## src/rtl/axi_req_fifo_pkg.sv

```systemverilog
// Field layout and width helper for AXI3 AR/AW request entries.
// Entry is {id, addr, len, size, burst, lock, cache, prot}, prot at the LSBs.
package axi_req_fifo_pkg;

   localparam int LEN_W   = 4;
   localparam int SIZE_W  = 2;
   localparam int BURST_W = 2;
   localparam int LOCK_W  = 2;
   localparam int CACHE_W = 4;
   localparam int PROT_W  = 3;

   localparam int PROT_LSB  = 0;
   localparam int CACHE_LSB = PROT_LSB + PROT_W;
   localparam int LOCK_LSB  = CACHE_LSB + CACHE_W;
   localparam int BURST_LSB = LOCK_LSB + LOCK_W;
   localparam int SIZE_LSB  = BURST_LSB + BURST_W;
   localparam int LEN_LSB   = SIZE_LSB + SIZE_W;
   localparam int ADDR_LSB  = LEN_LSB + LEN_W;

   function automatic int entry_width(input int tag_bits, input int addr_w);
      return tag_bits + addr_w + ADDR_LSB;
   endfunction

endpackage

```

## src/rtl/axi_req_fifo_mem.sv

```systemverilog
// DEPTH x W register array: one synchronous write port, one asynchronous read port.
// Storage is deliberately left unreset.
module axi_req_fifo_mem #(
   parameter int DEPTH = 4,
   parameter int W     = 50,
   localparam int AW   = $clog2(DEPTH)
) (
   input  logic          clk,
   input  logic          we,
   input  logic [AW-1:0] waddr,
   input  logic [W-1:0]  wdata,
   input  logic [AW-1:0] raddr,
   output logic [W-1:0]  rdata
);

   logic [W-1:0] mem_q [DEPTH];

   always_ff @(posedge clk) begin
      if (we) mem_q[waddr] <= wdata;
   end

   assign rdata = mem_q[raddr];

endmodule

```

## src/rtl/axi_req_fifo.sv

```systemverilog
// Request FIFO for AXI3 address-channel entries with count, almost-full, flush and high-water mark.
// Optional same-cycle bypass when empty under AXI_REQ_FIFO_BYPASS_EN.
module axi_req_fifo
   import axi_req_fifo_pkg::*;
#(
   parameter int TAG_BITS     = 1,
   parameter int ADDR_W       = 32,
   parameter int DEPTH        = 4,
   parameter int AFULL_THRESH = 3,
   localparam int W           = entry_width(TAG_BITS, ADDR_W),
   localparam int CW          = $clog2(DEPTH) + 1
) (
   input  logic          clk,
   input  logic          rst,
   input  logic          flush,
   input  logic          in_valid,
   output logic          in_ready,
   input  logic [W-1:0]  in_entry,
   output logic          out_valid,
   input  logic          out_ready,
   output logic [W-1:0]  out_entry,
   output logic [CW-1:0] count,
   output logic          empty,
   output logic          full,
   output logic          almost_full,
   output logic [CW-1:0] hwm
);

   localparam int AW = $clog2(DEPTH);

   logic [AW-1:0] wr_ptr_q, wr_ptr_d;
   logic [AW-1:0] rd_ptr_q, rd_ptr_d;
   logic [CW-1:0] count_q, count_d;
   logic [CW-1:0] hwm_q, hwm_d;
   logic          push, pop, we, re, byp_pass;
   logic [W-1:0]  rdata;

   assign empty       = (count_q == '0);
   assign full        = (count_q == CW'(DEPTH));
   assign almost_full = (count_q >= CW'(AFULL_THRESH));
   assign in_ready    = !full && !flush;
   assign push        = in_valid && in_ready;
   assign count       = count_q;
   assign hwm         = hwm_q;

`ifdef AXI_REQ_FIFO_BYPASS_EN
   // Empty FIFO presents the incoming entry directly; it is only stored if not taken.
   assign out_valid = !empty || (in_valid && !flush);
   assign out_entry = empty ? in_entry : rdata;
   assign byp_pass  = empty && push && out_ready;
`else
   assign out_valid = !empty;
   assign out_entry = rdata;
   assign byp_pass  = 1'b0;
`endif

   assign pop = out_valid && out_ready;
   assign we  = push && !byp_pass;
   assign re  = pop && !empty;

   always_comb begin
      wr_ptr_d = wr_ptr_q + AW'(we);
      rd_ptr_d = rd_ptr_q + AW'(re);
      count_d  = count_q + CW'(we) - CW'(re);
      if (flush) begin
         wr_ptr_d = '0;
         rd_ptr_d = '0;
         count_d  = '0;
      end
      hwm_d = (count_d > hwm_q) ? count_d : hwm_q;
   end

   always_ff @(posedge clk or negedge rst) begin
      if (!rst) begin
         wr_ptr_q <= '0;
         rd_ptr_q <= '0;
         count_q  <= '0;
         hwm_q    <= '0;
      end else begin
         wr_ptr_q <= wr_ptr_d;
         rd_ptr_q <= rd_ptr_d;
         count_q  <= count_d;
         hwm_q    <= hwm_d;
      end
   end

   axi_req_fifo_mem #(
      .DEPTH (DEPTH),
      .W     (W)
   ) u_mem (
      .clk   (clk),
      .we    (we),
      .waddr (wr_ptr_q),
      .wdata (in_entry),
      .raddr (rd_ptr_q),
      .rdata (rdata)
   );

endmodule

```

## config.mk

```make
export PLATFORM = sky130hd
export DESIGN_NAME = axi_req_fifo
export DESIGN_NICKNAME = d
export VERILOG_FILES = /design/src/rtl/axi_req_fifo_pkg.sv /design/src/rtl/axi_req_fifo_mem.sv /design/src/rtl/axi_req_fifo.sv
export SDC_FILE = /design/constraint.sdc
export NUM_CORES = 1
export LEC_CHECK = 0
export BUFFER_PORTS_ARGS = -buffer_cell sky130_fd_sc_hd__buf_2
export CORE_UTILIZATION = 30
export DETAILED_ROUTE_END_ITERATION = 6
export PLACE_DENSITY_LB_ADDON = 0.05
export SYNTH_ARGS = -nofsm -noshare
export SYNTH_HDL_FRONTEND = slang
export SYNTH_SLANG_ARGS = --single-unit
```

## constraint.sdc

```tcl
create_clock -name clk -period 5.7 [get_ports clk]
set_clock_uncertainty 0.1 [all_clocks]
set_input_delay 0.855 -clock clk [delete_from_list [all_inputs] [get_ports clk]]
set_output_delay 0.855 -clock clk [all_outputs]
set_load 0.01 [all_outputs]
```

# After elaboration in Yosys (flattened, before gate mapping)

Memories as Yosys holds them, arrays and structs flattened.
Index checks and enable logic that the tools add are counted.

Flip-flop bits (word level): 10
Bits in writable memories: 200
Logic and storage cells: 25
Memories kept: 1

$add $sub $neg: 4
$lt $le $gt $ge: 2
Eq/ne operators: 1
Multiplexer cells: 5
Reduce and logical (&&, ||, !) cells: 8

Memories:

| name        | words | width | read ports | clocked after memory_dff | write ports | line                   | text |
|---|---|---|---|---|---|---|---|
| u_mem.mem_q | 4     | 50    | 1          | 0                        | 1           | axi_req_fifo_mem.sv:16 | `logic [W-1:0] mem_q [DEPTH];` |

Operator list:

| cell                                                                                 | number |
|---|---|
| 2-bit by 1-bit adder with 2-bit output                                               | 2 |
| 1-bit logical AND                                                                    | 4 |
| 2-bit 2-to-1 mux                                                                     | 2 |
| 3-bit by 1-bit adder with 3-bit output                                               | 1 |
| 3-bit == test (second input constant)                                                | 1 |
| 3-bit by 2-bit greater-or-equal comparator with 1-bit output (second input constant) | 1 |
| 3-bit greater-than comparator                                                        | 1 |
| 1-bit logical NOT                                                                    | 3 |
| 3-bit logical NOT                                                                    | 1 |
| 3-bit 2-to-1 mux                                                                     | 1 |
| 3-bit by 1-bit subtractor with 3-bit output                                          | 1 |
| 1-bit 2-to-1 mux                                                                     | 2 |

# Longest topological paths before layout

Depth in word-level cells: 8
Depth in mapped cells: 13
Mapped depth without buffers: 13

# Modules after synthesis

Synthesis repeated with hierarchy kept, for this count alone.

Cells, all modules: 318
Area, all modules: 7873.8 sq um

By module, submodules not included:

| module           | times used | cells an instance | area an instance (sq um) | sequential area each (sq um) |
|---|---|---|---|---|
| axi_req_fifo_mem | 1          | 266               | 7303.3                   | 6005.8 |
| axi_req_fifo     | 1          | 52                | 570.5                    | 250.2 |

# Worst setup path after synthesis

OpenSTA, ideal clock, no wires.

Path type: input-to-reg
Start point: input port flush
End point: memory u_mem.mem_q[1][0], enable pin
Setup time: 0.530 ns
Data arrival time: 4.934 ns
Path slack: 0.136 ns
Cell stages on the path: 3
Path buffers: 0
Cells stage by stage: nor2_1 nand2_2 nor3b_1

Cells in the longest elaborated chain, start to end: 5

RTL lines:

| item                                   | line                   | text |
|---|---|---|
| from (decl)                            | axi_req_fifo.sv:15     | `input logic flush,` |
| 1-bit logical NOT                      | axi_req_fifo.sv:41     | `assign in_ready = !full && !flush;` |
| 1-bit logical AND                      | axi_req_fifo.sv:41     |  |
| 1-bit logical AND                      | axi_req_fifo.sv:42     | `assign push = in_valid && in_ready;` |
| 1-bit 2-to-1 mux                       | axi_req_fifo_mem.sv:19 | `if (we) mem_q[waddr] <= wdata;` |
| 1-bit 2-to-1 mux (not written as such) | axi_req_fifo_mem.sv:19 |  |
| to (decl)                              | axi_req_fifo_mem.sv:16 |  |

No other way between the ends.

# Final worst setup path

Start point: register rd_ptr_q[0]
End point: output port out_entry[23]

Cells in the longest elaborated chain, start to end: 1

RTL lines:

| item                   | line               | text |
|---|---|---|
| from (decl)            | axi_req_fifo.sv:32 | `logic [AW-1:0] rd_ptr_q, rd_ptr_d;` |
| from (signal assigned) | axi_req_fifo.sv:81 | `rd_ptr_q <= rd_ptr_d;` |
| memory read 4 x 50 bit | -                  |  |
| to (decl)              | axi_req_fifo.sv:21 | `output logic [W-1:0] out_entry,` |

No other way between the ends.

==> run summary <==
share of cells above drive strength 1 = 45.6%
Distinct cells, synth = 26
clock-pin transition on the worst setup and hold timing paths = 0.06 ns
die height = 164 um
post-route clock period utilization = 63.9%
RSZ-0062 raised after global routing = no
Max Transition Viols Final = 0
area growth from synthesis to layout = 21.5%
setup TNS = 0 ns
Routed Antenna Nets = 0
final weighted congestion in routability-driven placement = 0.716
top-count cell post-synth = edfxtp_1
Initial DRT Pass Iterations = 4
n_diodes = 0
critical-path cell with the highest stage delay = dfrtp_4
hold-fix buffer count after cts = 0
CP required = 4.74 ns
number of vias per cell = 4.52
Hold Worst Slack = 0.106 ns
CP peak stage delay = 0.81 ns
critical path type = reg2out
antenna violations before repair = 1
Critical Path Start Type = flop
site row count = 58
Synth Warn # = 0
FILL cells = 2,355
P_int = 3100 uW
sequential power share = 44.8%
Crit path arrival time = 2.69 ns
Core Region = 0.0255 sq mm
Synth Flop Type = edfxtp_1
r2r endpoint = hwm[1]
Power Density = 437 mW/mm^2
CTS Sinks = 210
sw frac = 25.7%
Clock power frac = 34.9%
number of synthesized flops with an enable pin = 200
Worst R2R Setup Slack = 2.18 ns
Slew HR = 46.7%
worst slew pin tran = 0.799 ns
via count = 3,634
multiplexer share of the synthesized area = 14.7%
Setup crit end kind = output pin
placed cell area = 0.00881 sq mm
GRT overflow = 0
post-CTS resize count = 0
design area = 0.00957 sq mm
Critical Path End = out_entry[23]
CTS buffer count = 24
worst r2r src = count[1]
Critical Path, Cell by Cell = buf_4 -> mux4_2 -> buf_2
Commonest cells post-synth = 200 x edfxtp_1, 50 x mux4_2, 10 x dfrtp_1, 10 x inv_1, 8 x ha_1
largest net degree at the start of global routing = 30
cell taking the most area after synthesis = edfxtp_1
Port Buffer Count = 115
Final #Nets = 520
Max Root-Sink Buffers = 3
Switch Pwr = 1080 uW
Hold Path Class = in2async
Synth Area per Inst = 24.8 sq um
fmax = 275 MHz
GRT Overall Usage = 12.1%
crit path setup slack, layout = 2.06 ns
crit path max fanout = 26
DRC errors left = 0
sequential area share after synthesis = 79.5%
DRT iter0 DRCs = 138
Compound-Gate Fraction of Synth Area = 0.334%
pre-CTS WS = 1.92 ns
Net Count, Synth = 382
Yosys reg bits = 210
Final HPWL DP = 9010 um
Starting Density = 30.9%
multi-input logic area = 0.00146 sq mm
CTS tree = done
Root Buffer = clkbuf_16
max capacitance violation total = 0
Syn Inst Count = 318
Post-Synth Adder-Cell Area = 1.53%
Clock Latency Late Sink = 0.50 ns
Comb pwr share = 20.3%
Max VDD drop = 0.232 mV
cell area after synthesis = 0.00787 sq mm
IO Pins = 116
leak pwr = 0.00327 uW
R2R depth = 12
final-report hold violation count = 0
final WL = 15,800 um
ys async rst share = 4.76%
xor/xnor share of the synthesized area = 0.334%
vias in the first global route = 4,040
H-tree levels = 1
Routed WL per cell = 19.7 um
Die Footprint = 0.0269 sq mm
wire length of the first global-routing pass = 23,600 um
crit path time final = 3.64 ns
share of the synthesized area in the top cell type = 76.3%
Synth area leaders = edfxtp_1 76%, mux4_2 14%, dfrtp_1 3.2%
Setup Fix Bufs, Post-CTS = 0
status = completed
largest family of logic cells by synthesized area = multiplexers
final setup vio count = 0
Critical Path Start = rd_ptr_q[0]
simple-gate area share of the yosys netlist = 1.37%
Register Area = 0.00626 sq mm
chip width = 164 um
[layout by cell type (no fill, tap or decap), types with 3 or more instances in the layout]
cell       instances
clkbuf_16         25
nor2b_1            4
dfrtp_1            8
buf_4              9
mux4_2            50
edfxtp_1         200
clkinv_1           9
xnor2_1            3
inv_1             10
nor2_1             4
mux2_2             3
nor3b_2            3
clkbuf_1           5
ha_1               8
buf_2            115
[metrics by stage]
stage / power [uW] / instances / utilization, %
finish: 4180 / 804 / 37.6
global route: 4380 / 804 / 37.6
CTS: 4270 / 804 / 37.6
detailed placement: 2790 / 760 / 34.6
global placement: 2780 / 760 / 34.6
floorplan: 2510 / 318 / -
[power by group through the flow]
| stage | Clock (uW) | Combinational, uW | Sequential (uW) |
|---|---|---|---|
| after floorplan | 0 | 665 | 1850 |
| after global placement | 0 | 864 | 1910 |
| after detailed placement | 0 | 873 | 1910 |
| after CTS | 1510 | 877 | 1880 |
| after global routing | 1560 | 931 | 1890 |
| final | 1460 | 848 | 1870 |
[state kept, by name (all words and copies together) (netlist names)]
register,flops
rd_ptr_q,2
count,3
wr_ptr_q,2
hwm,3
u_mem.mem_q,200
[critical path: cells and delay by family, from the launching register on]
kind | cells | cell delay (ns)
flops | 1 | 0.81
buf+inv | 2 | 0.78
mux | 1 | 0.59
[worst min path at each step]
stage | start | endpoint | cells past startpoint
after global routing | rst | count[2] | 1
after detailed placement | hwm[1] | hwm[1] | 1
after global placement | hwm[0] | hwm[0] | 1
after CTS | rst | count[2] | 1
final | rst | count[2] | 1
after floorplan | rst | count[0] | 0
[metal layers]
metal	vias to the layer above	routed length [um]	share of wire, %	GRT usage, %
met4	0	412	2.6	3.58
met1	1900	6600	42	15.0
met2	95	7920	50	20.8
met3	27	893	5.6	2.98
li1	1612	-	-	-
met5	-	0	0	0
[cells by family (layout without fill, tap and decap cells)]
kind of cell             Yosys count  count (layout)
AO/OA/AOI/OAI                      3               3
XOR/XNOR                           3               3
adder cells (fa/ha/maj)            9               9
buffers and inverters             22             178
flip-flops                       210             210
multiplexers                      53              53
AND/OR/NAND/NOR                   18              18
[area by class of cell]
class                   count  share of cell area (%)
multi-input cells          86                    15.2
clock buffers              30                    6.74
flip-flops and latches    210                    65.4
inverters                  10                   0.392
well taps                 330                    4.32
clock inverters            14                    1.16
repair buffers            124                    6.72
No activity file was read; power rests on OpenSTA's default activity.
